File: config.mk
export PLATFORM = sky130hd
export DESIGN_NAME = cacheline_arbiter
export DESIGN_NICKNAME = d
export VERILOG_FILES = /design/src/rtl/cacheline_arbiter_pkg.sv /design/src/rtl/arb_streak_counter.sv /design/src/rtl/cacheline_arbiter.sv
export SDC_FILE = /design/constraint.sdc
export NUM_CORES = 1
export LEC_CHECK = 0
export ABC_AREA = 1
export BUFFER_PORTS_ARGS = -buffer_cell sky130_fd_sc_hd__buf_2
export CAP_MARGIN = 0
export CORE_AREA = 2 2 533 535
export DETAILED_ROUTE_END_ITERATION = 12
export DIE_AREA = 0 0 535 537
export PLACE_DENSITY = 0.31
export REMOVE_ABC_BUFFERS = 1
export SKIP_CTS_REPAIR_TIMING = 1
export SYNTH_ARGS = -nofsm -noshare
export SYNTH_HDL_FRONTEND = slang
export SYNTH_HIERARCHICAL = 1
export SYNTH_SLANG_ARGS = --single-unit
export TNS_END_PERCENT = 1
File: constraint.sdc
create_clock -name clk -period 2.37 [get_ports clk]
set_clock_uncertainty 0.05 [all_clocks]
set_input_delay 0.474 -clock clk [delete_from_list [all_inputs] [get_ports clk]]
set_output_delay 0.474 -clock clk [all_outputs]
set_load 0.01 [all_outputs]
File: src/rtl/cacheline_arbiter_pkg.sv
// Shared types and helpers for the L1 -> L2 cacheline port arbiter.
package cacheline_arbiter_pkg;

  // Upper bound on the configurable D-grant streak.
  localparam int unsigned STREAK_LIMIT = 15;

  // Arbiter states: free port, one of three grants, and the post-response cycle.
  typedef enum logic [2:0] {
    ST_IDLE,
    ST_GRANT_I,
    ST_GRANT_D_RD,
    ST_GRANT_D_WR,
    ST_DONE
  } arb_state_t;

  // Counter width needed to hold 0..max_streak.
  function automatic int unsigned streak_width(input int unsigned max_streak);
    return $clog2(max_streak + 1);
  endfunction

endpackage

File: src/rtl/arb_streak_counter.sv
// Saturating count of consecutive D grants taken while an I request waits.
module arb_streak_counter
  import cacheline_arbiter_pkg::*;
#(
  parameter int unsigned MAX = 4,
  parameter int unsigned W   = streak_width(MAX)
) (
  input  logic clk,
  input  logic rst,
  input  logic inc,
  input  logic clear,
  output logic at_max_c
);

  logic [W-1:0] count;

  assign at_max_c = (count == W'(MAX));

  // Clear wins over increment; increment stops at MAX.
  always_ff @(posedge clk) begin
    if (rst || clear) begin
      count <= '0;
    end else if (inc && !at_max_c) begin
      count <= count + W'(1);
    end
  end

endmodule

File: src/rtl/cacheline_arbiter.sv
// Serialises I-cache and D-cache line transactions onto one memory port.
// D has priority; after MAX_D_STREAK D grants with I waiting, I wins once.
module cacheline_arbiter
  import cacheline_arbiter_pkg::*;
#(
  parameter int unsigned ADDR_W       = 32,
  parameter int unsigned LINE_W       = 256,
  parameter int unsigned MAX_D_STREAK = 4
) (
  input  logic              clk,
  input  logic              rst,
  input  logic              i_read,
  input  logic [ADDR_W-1:0] i_addr,
  output logic [LINE_W-1:0] i_rdata,
  output logic              i_resp,
  input  logic              d_read,
  input  logic              d_write,
  input  logic [ADDR_W-1:0] d_addr,
  input  logic [LINE_W-1:0] d_wdata,
  output logic [LINE_W-1:0] d_rdata,
  output logic              d_resp,
  output logic              mem_read,
  output logic              mem_write,
  output logic [ADDR_W-1:0] mem_addr,
  output logic [LINE_W-1:0] mem_wdata,
  input  logic [LINE_W-1:0] mem_rdata,
  input  logic              mem_resp
);

  arb_state_t state;
  logic       arb_en;
  logic       i_pend;
  logic       d_pend;
  logic       pick_i;
  logic       pick_d;
  logic       streak_inc;
  logic       streak_clr;
  logic       streak_at_max;

  arb_streak_counter #(
    .MAX (MAX_D_STREAK)
  ) u_streak (
    .clk      (clk),
    .rst      (rst),
    .inc      (streak_inc),
    .clear    (streak_clr),
    .at_max_c (streak_at_max)
  );

  // Winner selection; only acts while the port is free (IDLE or DONE).
  always_comb begin
    arb_en     = 1'b0;
    i_pend     = 1'b0;
    d_pend     = 1'b0;
    pick_d     = 1'b0;
    pick_i     = 1'b0;
    streak_inc = 1'b0;
    streak_clr = 1'b0;
    arb_en     = (state == ST_IDLE) || (state == ST_DONE);
    i_pend     = i_read;
    d_pend     = d_read | d_write;
    pick_d     = arb_en && d_pend && (!i_pend || !streak_at_max);
    pick_i     = arb_en && i_pend && !pick_d;
    streak_inc = pick_d && i_pend;
    streak_clr = pick_i || (pick_d && !i_pend);
  end

  // Response steering: data fans out to both, the pulse only to the owner.
  always_comb begin
    i_rdata = mem_rdata;
    d_rdata = mem_rdata;
    i_resp  = mem_resp && (state == ST_GRANT_I);
    d_resp  = mem_resp && ((state == ST_GRANT_D_RD) || (state == ST_GRANT_D_WR));
  end

  // State, registered memory command and the latched address/write data.
  always_ff @(posedge clk) begin
    if (rst) begin
      state     <= ST_IDLE;
      mem_read  <= 1'b0;
      mem_write <= 1'b0;
      mem_addr  <= '0;
      mem_wdata <= '0;
    end else begin
      case (state)
        ST_IDLE, ST_DONE: begin
          state     <= ST_IDLE;
          mem_read  <= 1'b0;
          mem_write <= 1'b0;
          if (pick_d) begin
            mem_addr <= d_addr;
            // A simultaneous read+write request is treated as a writeback.
            if (d_write) begin
              state     <= ST_GRANT_D_WR;
              mem_write <= 1'b1;
              mem_wdata <= d_wdata;
            end else begin
              state    <= ST_GRANT_D_RD;
              mem_read <= 1'b1;
            end
          end else if (pick_i) begin
            state    <= ST_GRANT_I;
            mem_read <= 1'b1;
            mem_addr <= i_addr;
          end
        end
        ST_GRANT_I, ST_GRANT_D_RD, ST_GRANT_D_WR: begin
          // DONE gives the requester a cycle to drop its request.
          if (mem_resp) begin
            state     <= ST_DONE;
            mem_read  <= 1'b0;
            mem_write <= 1'b0;
          end
        end
        default: begin
          state     <= ST_IDLE;
          mem_read  <= 1'b0;
          mem_write <= 1'b0;
        end
      endcase
    end
  end

endmodule
==> summary.md <==
### Layout
• **post-synthesis to final-layout area growth** 43.7%
• **final-layout fill cell count** 33193
• **share of final-layout standard cells stronger than drive strength 1** 33.9%
• **nets@finish** 2714
• **register area** 5930 µm²
• **total area of multi-input combinational cells** 4200 µm²
• **Post-Layout Inst Area** 21200 µm²

### Route
• **WL final** 309000 µm
• **number of violations reported at the end of detailed-routing iteration 0** 1497
• **met2 wire length** 134000 µm
• **DR WL met3** 93600 µm
• **highest metal layer with signal wires** met5
• **met1 routed wirelength after detailed routing** 57300 µm
• **iteration count of the initial detailed-routing pass** 5
• **average wire per cell in the routed design** 52.0 µm
• **remaining design rule violation count** 0
• **vias per cell** 2.76
• **DRT antenna net count** 0
• **detailed-route via count** 16400

### Global routing
• **remaining global-route overflow** 0
• **pin count of the biggest net entering global routing** 94
• **GRT Total Usage** 20.7%
• **via count of the first global-routing pass** 13501
• **number of antenna violations at the first check in global routing** 120
• **wire length of the first global-routing pass** 338000 µm

### Pwr
• **switching power summed over all nets** 6.20 mW
• **leakage power** 8.45 nW
• **Combinational Power Share** 23.7%
• **share of power burned in the clock network** 42.6%
• **IR Drop Worst-Case VDD** 536 µV
• **sequential share of power** 33.8%
• **switching power as a share of total power** 35.5%
• **Pwr per Cell Area** 824 nW/µm²
• **internal power consumption** 11.2 mW

### Synthesis
• **sequential element share of the synthesized area** 40.2%
• **cell taking the most area after synthesis** sky130_fd_sc_hd__dfxtp_1
• **compound-gate portion of the synthesized area** 11.1%
• **biggest area contributors in the synthesized netlist** sky130_fd_sc_hd__dfxtp_1 40%, sky130_fd_sc_hd__buf_4 26%, sky130_fd_sc_hd__nor2_1 13%
• **mux contribution to synthesized area** 0%
• **syn avg cell area** 7.51 µm²
• **xor-xnor portion of the synthesized cell area** 0%
• **number of distinct library cells after synthesis** 21
• **number of storage elements in the synthesis netlist** 296
• **number of standard cells after synthesis** 1962
• **YS warnings** 6
• **mapped cell area** 14700 µm²
• **arithmetic-cell share of the synthesized area counting full adders, half adders and majority gates** 0.170%
• **main combinational cell family by area after synthesis** buffers and inverters
• **share of the synthesized area in the top cell type** 40.2%
• **synthesized-area fraction occupied by and/or/nand/nor cells** 17.2%

### Hold path
• **worst hold-check path type** in -> reg

### Place
• **final weighted congestion in routability-driven placement** 0.975
• **DP Area** 18600 µm²
• **setup slack after placement** 119 ps
• **post-detail-place hpwl** 275000 µm
• **total of buffers placed on input and output ports** 617

### STA
• **PnR worst setup slack** 78.1 ps
• **tightest slew margin relative to the limit** 61.8%
• **RSZ-0062 raised after global routing** false
• **Slew @ Worst Pin** 569 ps
• **worst hold slack across all endpoints** -27.2 ps
• **Final setup violation count** 0
• **pins over their slew limit** 0
• **total count of hold-check failures in the final report** 4
• **minimum period implied by the final worst setup slack** 2290 ps
• **ratio of final minimum period to clock period** 96.7%
• **achievable clock frequency** 436 MHz

### Clock network
• **H-tree levels** 2
• **root buffer cell** sky130_fd_sc_hd__clkbuf_16
• **CTS buffer count** 45
• **worst-case clock buffer depth** 3
• **number of sinks on the clock net** 296
• **CTS tree** done
• **Clock transition at path regs** 60 ps
• **clock network latency to the later pin of the worst-skew pair** 710 ps

### Status
• **result of the run** finished with violations
• **violations in the final reports** hold timing

### Setup path
• **CP most frequent cell** sky130_fd_sc_hd__buf_12
• **largest fanout on the critical path** 38
• **Top delay family on crit path** buffers and inverters
• **Worst EP required** 2860 ps
• **sort of element at the start of the critical path** flip-flop
• **crit path DAT** 2780 ps
• **Worst path slowest cell** sky130_fd_sc_hd__dfxtp_1
• **kind of end point of the critical path** flip-flop
• **class of the most critical setup path** reg -> reg
• **delay of the slowest critical-path stage** 390 ps
• **Buf+Inv Stages, Crit Path** 5
• **sequence of cells on the critical path** inv_1 -> ha_1 -> nand2_2 -> inv_1 -> nand2_2 -> nand4_4 -> buf_12 -> buf_12 -> buf_12 -> o21ai_0 -> nor2_1

### Floorplan
• **area of the die** 287000 µm²
• **die outline width** 535 µm
• **I/O pin count** 1386
• **Starting Density** 5.24%
• **number of placement rows** 195
• **Core Area** 281000 µm²
• **y dimension of the die** 537 µm

### Flow run
• **number of maximum-capacitance violations** 0

[routing by layer]
metal | track usage [%] | up-vias
li1 | - | 6055
met1 | 10.4 | 7247
met2 | 32.1 | 2637
met3 | 30.2 | 399
met4 | 9.02 | 62
met5 | 18.8 | -
[area by class of cell]
class | instances | share of cell area [%]
Multi-Input combinational cell | 972 | 19.9
Clock inverter | 18 | 1.28
Timing Repair Buffer | 740 | 20.8
Antenna cell | 37 | 0.438
Sequential cell | 296 | 28.0
Clock buffer | 65 | 6.11
Inverter | 75 | 1.40
Tap cell | 3743 | 22.1
[state kept, by name, summed over array words and instances, names as in the netlist]
| name | cells |
|---|---|
| mem_write | 1 |
| mem_addr | 32 |
| state | 3 |
| mem_read | 1 |
| mem_wdata | 256 |
| u_streak/count | 3 |
[synth_stat cells]
cell type / instances
sky130_fd_sc_hd__a21oi_1: 38
sky130_fd_sc_hd__buf_2: 25
sky130_fd_sc_hd__buf_4: 519
sky130_fd_sc_hd__buf_6: 3
sky130_fd_sc_hd__clkbuf_1: 72
sky130_fd_sc_hd__dfxtp_1: 296
sky130_fd_sc_hd__ha_1: 2
sky130_fd_sc_hd__inv_1: 73
sky130_fd_sc_hd__inv_2: 2
sky130_fd_sc_hd__nand2_1: 78
sky130_fd_sc_hd__nand2_2: 3
sky130_fd_sc_hd__nand3_1: 2
sky130_fd_sc_hd__nand3_2: 1
sky130_fd_sc_hd__nand4_1: 32
sky130_fd_sc_hd__nand4_4: 1
sky130_fd_sc_hd__nor2_1: 521
sky130_fd_sc_hd__nor2_2: 1
sky130_fd_sc_hd__nor3_1: 2
sky130_fd_sc_hd__nor4_1: 1
sky130_fd_sc_hd__o21ai_0: 284
sky130_fd_sc_hd__o21ai_1: 6
[worst min-delay path, delay by kind of cell]
kind            cells  cell delay, ps
simple gates        1              80
buf+inv             1              70
compound gates      1              70
[power groups by stage]
stage | clock (mW) | combinational [mW] | sequential, mW
5_1_grt | 7.92 | 4.60 | 5.96
3_3_place_gp | 0 | 4.12 | 5.98
6_report | 7.42 | 4.12 | 5.89
3_5_place_dp | 0 | 4.11 | 5.99
4_1_cts | 7.80 | 4.12 | 5.89
2_1_floorplan | 0 | 1.28 | 6.27
[cell families after synthesis]
logic type               after synthesis
AND/OR/NAND/NOR                      642
flip-flops                           296
AO/OA/AOI/OAI                        328
adder cells (fa/ha/maj)                2
buffers and inverters                694
[final timing paths]
| path | start | to | slack (ps) | depth (start not counted) |
|---|---|---|---|---|
| min reg2reg | mem_addr[13]$_SDFFE_PP0P_ | mem_addr[13]$_SDFFE_PP0P_ | 410 | 2 |
| max reg2reg | u_streak/count[0]$_SDFFE_PP0P_ | mem_wdata[14]$_SDFFE_PP0P_ | 80 | 11 |
| max | u_streak/count[0]$_SDFFE_PP0P_ | mem_wdata[14]$_SDFFE_PP0P_ | 80 | 11 |
| min | d_wdata[214] | mem_wdata[214]$_SDFFE_PP0P_ | -30 | 3 |
[stage by stage]
stage / std cells / power (mW) / TNS [ps] / util (%)
2_1_floorplan: 1343 / 7.54 / -883730 / -
3_3_place_gp: 5739 / 10.1 / 0 / 6.62
3_5_place_dp: 5739 / 10.1 / 0 / 6.62
4_1_cts: 5822 / 17.8 / 0 / 7.18
5_1_grt: 5930 / 18.5 / 0 / 7.51
6_report: 5946 / 17.4 / 0 / 7.52
[layout by cell type (no fill, tap or decap), types with 2 or more instances in the layout]
cell type | Yosys | final
sky130_fd_sc_hd__nor2_2 | 1 | 2
sky130_fd_sc_hd__nor2_1 | 521 | 520
sky130_fd_sc_hd__nor3_1 | 2 | 2
sky130_fd_sc_hd__dfxtp_1 | 296 | 296
sky130_fd_sc_hd__clkinv_4 | 0 | 2
sky130_fd_sc_hd__inv_1 | 73 | 72
sky130_fd_sc_hd__nand2_1 | 78 | 78
sky130_fd_sc_hd__dlygate4sd3_1 | 0 | 87
sky130_fd_sc_hd__inv_8 | 0 | 2
sky130_fd_sc_hd__nand4_1 | 32 | 32
sky130_fd_sc_hd__o21ai_0 | 284 | 282
sky130_fd_sc_hd__buf_2 | 25 | 617
sky130_fd_sc_hd__clkbuf_16 | 0 | 46
sky130_fd_sc_hd__clkinvlp_4 | 0 | 3
sky130_fd_sc_hd__ha_1 | 2 | 2
sky130_fd_sc_hd__o21ai_1 | 6 | 7
sky130_fd_sc_hd__buf_4 | 519 | 22
sky130_fd_sc_hd__clkinv_2 | 0 | 2
sky130_fd_sc_hd__inv_6 | 0 | 4
sky130_fd_sc_hd__nand3_1 | 2 | 2
sky130_fd_sc_hd__a21oi_1 | 38 | 38
sky130_fd_sc_hd__clkbuf_8 | 0 | 7
sky130_fd_sc_hd__buf_12 | 0 | 13
sky130_fd_sc_hd__nand2_2 | 3 | 3
sky130_fd_sc_hd__clkbuf_1 | 72 | 12
sky130_fd_sc_hd__bufinv_16 | 0 | 5
sky130_fd_sc_hd__diode_2 | 0 | 37
Power figures use the tool's default switching activity.
